$ cat config.mk
export PLATFORM = sky130hd
export DESIGN_NAME = crank_wheel_gen
export DESIGN_NICKNAME = d
export VERILOG_FILES = /design/src/rtl/hwag_pkg.sv /design/src/rtl/cwg_phase_timer.sv /design/src/rtl/crank_wheel_gen.sv
export SDC_FILE = /design/constraint.sdc
export NUM_CORES = 1
export LEC_CHECK = 0
export ABC_AREA = 1
export CAP_MARGIN = 20
export CORE_ASPECT_RATIO = 1.4
export CORE_MARGIN = 2
export CORE_UTILIZATION = 52
export DETAILED_ROUTE_END_ITERATION = 6
export PLACE_DENSITY = 0.7
export SLEW_MARGIN = 20
export SYNTH_ARGS = -nofsm -noshare
export SYNTH_HDL_FRONTEND = slang
export SYNTH_SLANG_ARGS = --single-unit
$ cat constraint.sdc
create_clock -name clk -period 4.9 [get_ports clk]
set_input_delay 1.47 -clock clk [delete_from_list [all_inputs] [get_ports clk]]
set_output_delay 1.47 -clock clk [all_outputs]
set_load 0.005 [all_outputs]
$ cat src/rtl/hwag_pkg.sv
// Shared types and constants for the angle-generator family.
// Crank wheel generator FSM states and wheel geometry live here.
package hwag_pkg;

  typedef enum logic [1:0] {
    IDLE = 2'd0,
    HIGH = 2'd1,
    LOW  = 2'd2,
    GAP  = 2'd3
  } cwg_state_t;

  localparam int TEETH_TOTAL   = 60;
  localparam int TEETH_MISSING = 2;
  localparam int TCNT_WIDTH    = 6;
  localparam int TCNT_TOP      = 57;
  localparam int PCNT_WIDTH    = 24;
  localparam int P_MIN         = 4;

endpackage

$ cat src/rtl/cwg_phase_timer.sv
// Loadable down-counter timing one phase of the crank wheel waveform.
// Holds at zero until reloaded; zero flags the last cycle of a phase.
module cwg_phase_timer #(
  parameter int WIDTH = 26
) (
  input  logic             clk,
  input  logic             rst,
  input  logic             load,
  input  logic [WIDTH-1:0] d_load,
  output logic             zero
);

  logic [WIDTH-1:0] cnt_q, cnt_d;

  always_comb begin
    cnt_d = cnt_q;
    if (load) begin
      cnt_d = d_load;
    end else if (cnt_q != '0) begin
      cnt_d = cnt_q - WIDTH'(1);
    end
  end

  always_ff @(posedge clk or negedge rst) begin
    if (!rst) begin
      cnt_q <= '0;
    end else begin
      cnt_q <= cnt_d;
    end
  end

  assign zero = (cnt_q == '0);

endmodule

$ cat src/rtl/crank_wheel_gen.sv
// 60-2 crank wheel signal generator with programmable tooth period.
// state | meaning: IDLE stopped | HIGH tooth high | LOW tooth low | GAP missing teeth
module crank_wheel_gen #(
  parameter int                      PERIOD_WIDTH  = 24,
  parameter int                      TEETH_TOTAL   = 60,
  parameter int                      TEETH_MISSING = 2,
  parameter logic [PERIOD_WIDTH-1:0] PERIOD_RESET  = 24'd1000
) (
  input  logic                    clk,
  input  logic                    rst,
  input  logic                    ena,
  input  logic                    period_wr,
  input  logic [PERIOD_WIDTH-1:0] period_in,
  output logic                    cap,
  output logic [5:0]              tooth_num,
  output logic                    gap,
  output logic                    rev,
  output logic                    busy
);

  import hwag_pkg::*;

  localparam int TW = PERIOD_WIDTH + 2;
  localparam logic [5:0] TOOTH_TOP = 6'(TEETH_TOTAL - TEETH_MISSING - 1);
  localparam logic [PERIOD_WIDTH-1:0] PER_MIN = PERIOD_WIDTH'(P_MIN);

  cwg_state_t              state_q, state_d;
  logic [PERIOD_WIDTH-1:0] pend_q, pend_d, act_q, act_d, wr_val;
  logic [5:0]              tooth_q, tooth_d;
  logic                    cap_q, gap_q, rev_q, busy_q, rev_d;
  logic                    tmr_load, tmr_zero;
  logic [TW-1:0]           tmr_d_load, len_high_m1, len_low_m1, len_gap_m1;

  // pend_d is also the write-through value used when a write meets HIGH entry
  assign wr_val      = (period_in < PER_MIN) ? PER_MIN : period_in;
  assign pend_d      = period_wr ? wr_val : pend_q;
  assign len_high_m1 = TW'(pend_d >> 1) - TW'(1);
  assign len_low_m1  = TW'(act_q) - TW'(act_q >> 1) - TW'(1);
  assign len_gap_m1  = TW'(TEETH_MISSING) * TW'(act_q) - TW'(1);

  cwg_phase_timer #(.WIDTH(TW)) u_timer (
    .clk    (clk),
    .rst    (rst),
    .load   (tmr_load),
    .d_load (tmr_d_load),
    .zero   (tmr_zero)
  );

  always_comb begin
    state_d    = state_q;
    tooth_d    = tooth_q;
    act_d      = act_q;
    rev_d      = 1'b0;
    tmr_load   = 1'b0;
    tmr_d_load = len_high_m1;
    unique case (state_q)
      IDLE: begin
        if (ena) begin
          state_d = HIGH;
          tooth_d = '0;
          rev_d   = 1'b1;
        end
      end
      HIGH: begin
        if (tmr_zero) begin
          state_d    = LOW;
          tmr_load   = 1'b1;
          tmr_d_load = len_low_m1;
        end
      end
      LOW: begin
        if (tmr_zero) begin
          if (tooth_q == TOOTH_TOP) begin
            state_d    = GAP;
            tmr_load   = 1'b1;
            tmr_d_load = len_gap_m1;
          end else if (ena) begin
            state_d = HIGH;
            tooth_d = tooth_q + 6'd1;
          end else begin
            state_d = IDLE;
            tooth_d = '0;
          end
        end
      end
      GAP: begin
        if (tmr_zero) begin
          tooth_d = '0;
          if (ena) begin
            state_d = HIGH;
            rev_d   = 1'b1;
          end else begin
            state_d = IDLE;
          end
        end
      end
      default: state_d = IDLE;
    endcase
    // every HIGH entry latches the period so a tooth never changes shape midway
    if (state_d == HIGH && state_q != HIGH) begin
      act_d      = pend_d;
      tmr_load   = 1'b1;
      tmr_d_load = len_high_m1;
    end
  end

  always_ff @(posedge clk or negedge rst) begin
    if (!rst) begin
      state_q <= IDLE;
      pend_q  <= PERIOD_RESET;
      act_q   <= PERIOD_RESET;
      tooth_q <= '0;
      cap_q   <= 1'b0;
      gap_q   <= 1'b0;
      rev_q   <= 1'b0;
      busy_q  <= 1'b0;
    end else begin
      state_q <= state_d;
      pend_q  <= pend_d;
      act_q   <= act_d;
      tooth_q <= tooth_d;
      cap_q   <= (state_d == HIGH);
      gap_q   <= (state_d == GAP);
      rev_q   <= rev_d;
      busy_q  <= (state_d != IDLE);
    end
  end

  assign cap       = cap_q;
  assign tooth_num = tooth_q;
  assign gap       = gap_q;
  assign rev       = rev_q;
  assign busy      = busy_q;

endmodule
==> metrics.yaml <==
status:
  status: "completed"
global_route:
  grt_usage_pct: 30.70
  grt_antenna_before_repair: 0
  grt_remaining_overflow: 0
  grt_pass1_wl_um: 42570
  grt_max_degree: 65
  grt_use_met2_pct: 53.49
  use_met3_pct: 4.274
  grt_pass1_vias: 8383
  use_met1_pct: 36.75
  busiest_layer: "met2"
setup_path:
  end_kind: "flip-flop"
  crit_fanout: 27
  critPathLaunchType: "primary input"
  worstSetupPathType: "in -> reg"
  crit_top_cell: "nand2_1"
  cpPeakStageDelay_ns: 0.49
  worst-endpoint-required_ns: 5.14
  arrival_ns: 4.39
  slowest_stage: "clkdlybuf4s50_1"
  crit_chain: "clkdlybuf4s50_1 > buf_4 > nand2_1 > o21ai_1 > inv_1 > nor4_1 > nand3_1 > clkinv_1 > nand2_1 > nor2_1 > xor2_1 > o21ai_1 > nand2_1 > nand3_1 > nand3_1 > nand2_1"
synthesis:
  synth_area_leaders: "dfrtp_1 (22%), nand2_1 (18%), ha_1 (8.5%)"
  synthCells: 1363
  synth_cell_types: 50
  synth_ff_type: "dfrtp_1"
  yosysMostFrequentCell: "nand2_1"
  synth_edf_count: 0
  ys_seq_area_share_pct: 25.27
  yosys_register_bits: 86
  synth_top_cell_by_area: "dfrtp_1"
  syn_avg_cell_area_um2: 6.293
  ys_warn_count: 0
  synth_top_area_share_pct: 21.59
  ys_async_sr_fraction_pct: 100.0
  syn_area_um2: 8577
  synthTopCellsByCount: "nand2_1 (408), inv_1 (171), nor2_1 (133), nand3_1 (121), a21oi_1 (87)"
  synth_nets: 1450
die:
  core_area_um2: 16170
  die_h_um: 156.0
  io_pins: 38
  start_util_pct: 53.04
  rows: 55
  dieArea_um2: 17550
  die_x_um: 112.5
clock_network:
  clk_pin_slew_worst_paths_ns: 0.06
  cts_buffers: 9
  hold_buffers: 0
  clk_latency_ns: 0.36
  cts_sinks: 86
  root_buffer: "clkbuf_16"
  cts_tree: "yes"
  post_cts_resized: 0
  htreeDepth: 3
  cts_setup_buffers: 0
  cts_max_path_buffers: 2
power:
  p_leak_nw: 4.641
  pwr_density_cell_nw_per_um2: 684.4
  ir_worst_vdd_v: 0.0004490
route:
  antenna_left: 0
  vias: 8891
  routedWlPerCell_um: 16.66
  drcViolationCount: 0
  first_iter_violations: 719
  viasPerCell: 5.567
  firstDrtPassIters: 6
  wl_um: 26610
sta:
  finalSetupTns_ns: 0
  drv_slew: 0
  rsz0062_at_grt: "no"
  finalCriticalPeriod_ns: 4.146
  min_period_over_period_pct: 84.62
  tightest_slew_ns: 0.8196
  finClkSkew_ns: 0.006592
  finalHoldViolations: 0
  relSlewSlack_pct: 45.36
  setup_viol: 0
  fmaxAchievable_mhz: 241.2
cells_and_area:
  num-nets-final: 1480
  layout-drive-gt1-share_pct: 6.652
  antenna_cells: 0
  syn2layout_area_growth_pct: 9.701
  finish.instance_area_um2: 9409
run:
  cap_violations: 0
hold_path:
  min_path_type: "reg -> reg"
place:
  gp_congestion: 1.016
  dp_hpwl_um: 21250
  dpl_cell_area_um2: 9109
  portBuffers: 37
==> layout by cell type (no fill, tap or decap), types with 5 or more instances in the layout <==
cell type        netlist  routed
inv_2                 12      12
clkbuf_16              0       9
xor2_1                39      39
nor2_2                12      12
o21ai_1               13      13
ha_1                  58      58
nor2_1               133     133
nor4_1                 5       5
nor3_1                13      13
xnor2_1                7       7
clkdlybuf4s50_1        0      36
o21ai_0               80      80
dfstp_2               12      12
a21oi_1               87      87
nand4_1               19      19
dfrtp_1               74      74
inv_1                171     171
o211ai_1               5       5
nand2_1              408     408
nand3_1              121     121
o31ai_1                8       8
a31oi_1                9       9
buf_4                  4      12
nor3_2                 6       6
==> cells by family (layout without fill, tap and decap cells) <==
group,count (synthesis),after routing,share of synthesized area (%)
AO/OA/AOI/OAI,217,217,13.87
buffers and inverters,215,250,10.12
adder cells (fa/ha/maj),59,59,8.694
AND/OR/NAND/NOR,740,740,37.34
flip-flops,86,86,25.27
XOR/XNOR,46,46,4.697
==> final cells by class <==
cell class | count | area [um2]
Tap cell | 199 | 249.0
Sequential cell | 86 | 2167
Fill cell | 1636 | 6763
Timing Repair Buffer | 48 | 450.4
Multi-Input combinational cell | 1062 | 5542
Inverter | 186 | 700.7
Clock buffer | 10 | 229.0
Clock inverter | 6 | 71.32
==> report_power, final <==
part | internal [mW] | total (mW) | leakage (nW) | switching [mW]
Sequential | 0.959 | 1.16 | 1.05 | 0.199
Combinational | 1.37 | 4.57 | 3.44 | 3.20
Clock | 0.401 | 0.712 | 0.145 | 0.311
Total | 2.73 | 6.44 | 4.64 | 3.71
==> per-stage QoR <==
step	setup WS (ns)	total power [mW]	hold WS, ns	utilization, %	std cells
finish	0.7536	6.440	0.5165	58.18	1597
global route	0.4660	7.098	0.5618	58.18	1597
CTS	0.7908	6.387	0.5332	58.18	1597
detailed placement	0.4321	5.655	0.5232	56.33	1581
global placement	0.4451	5.627	0.5175	56.33	1581
floorplan	1.365	4.484	0.4450	-	1363
==> flip-flops by register name (all words and copies together), names as in the netlist <==
| name | cells |
|---|---|
| rev | 1 |
| pend_q | 24 |
| tooth_num | 6 |
| u_timer.cnt_q | 26 |
| state_q | 2 |
| busy | 1 |
| cap | 1 |
| act_q | 24 |
| gap | 1 |
==> path summary, 6_finish.rpt <==
kind	endpoint	cells past startpoint	startpoint	slack, ns
setup / recovery	u_timer.cnt_q[13]$_DFFE_PN0P_	16	period_wr	0.75
hold / removal	pend_q[0]$_DFF_PN0_	2	pend_q[0]$_DFF_PN0_	0.52
setup reg to reg	u_timer.cnt_q[15]$_DFFE_PN0P_	19	act_q[0]$_DFFE_PN0P_	1.30
hold reg to reg	pend_q[0]$_DFF_PN0_	2	pend_q[0]$_DFF_PN0_	0.52
max in group asynchronous	act_q[5]$_DFFE_PN1P_	2	rst	2.83
min in group asynchronous	tooth_num[5]$_DFFE_PN0P_	1	rst	1.18
==> critical path: cells and delay by family <==
kind	cells	cell delay [ns]
AO/OA/AOI/OAI	2	0.28
XOR/XNOR	1	0.32
buffers and inverters	4	1.01
AND/OR/NAND/NOR	9	1.30
==> per-layer routing <==
layer / up-vias / part of all wire, %
met3: 87 / 4.7
li1: 4456 / -
met5: - / 0
met1: 4067 / 41
met2: 281 / 50
met4: 0 / 4.9
No activity file was read; power rests on OpenSTA's default activity.
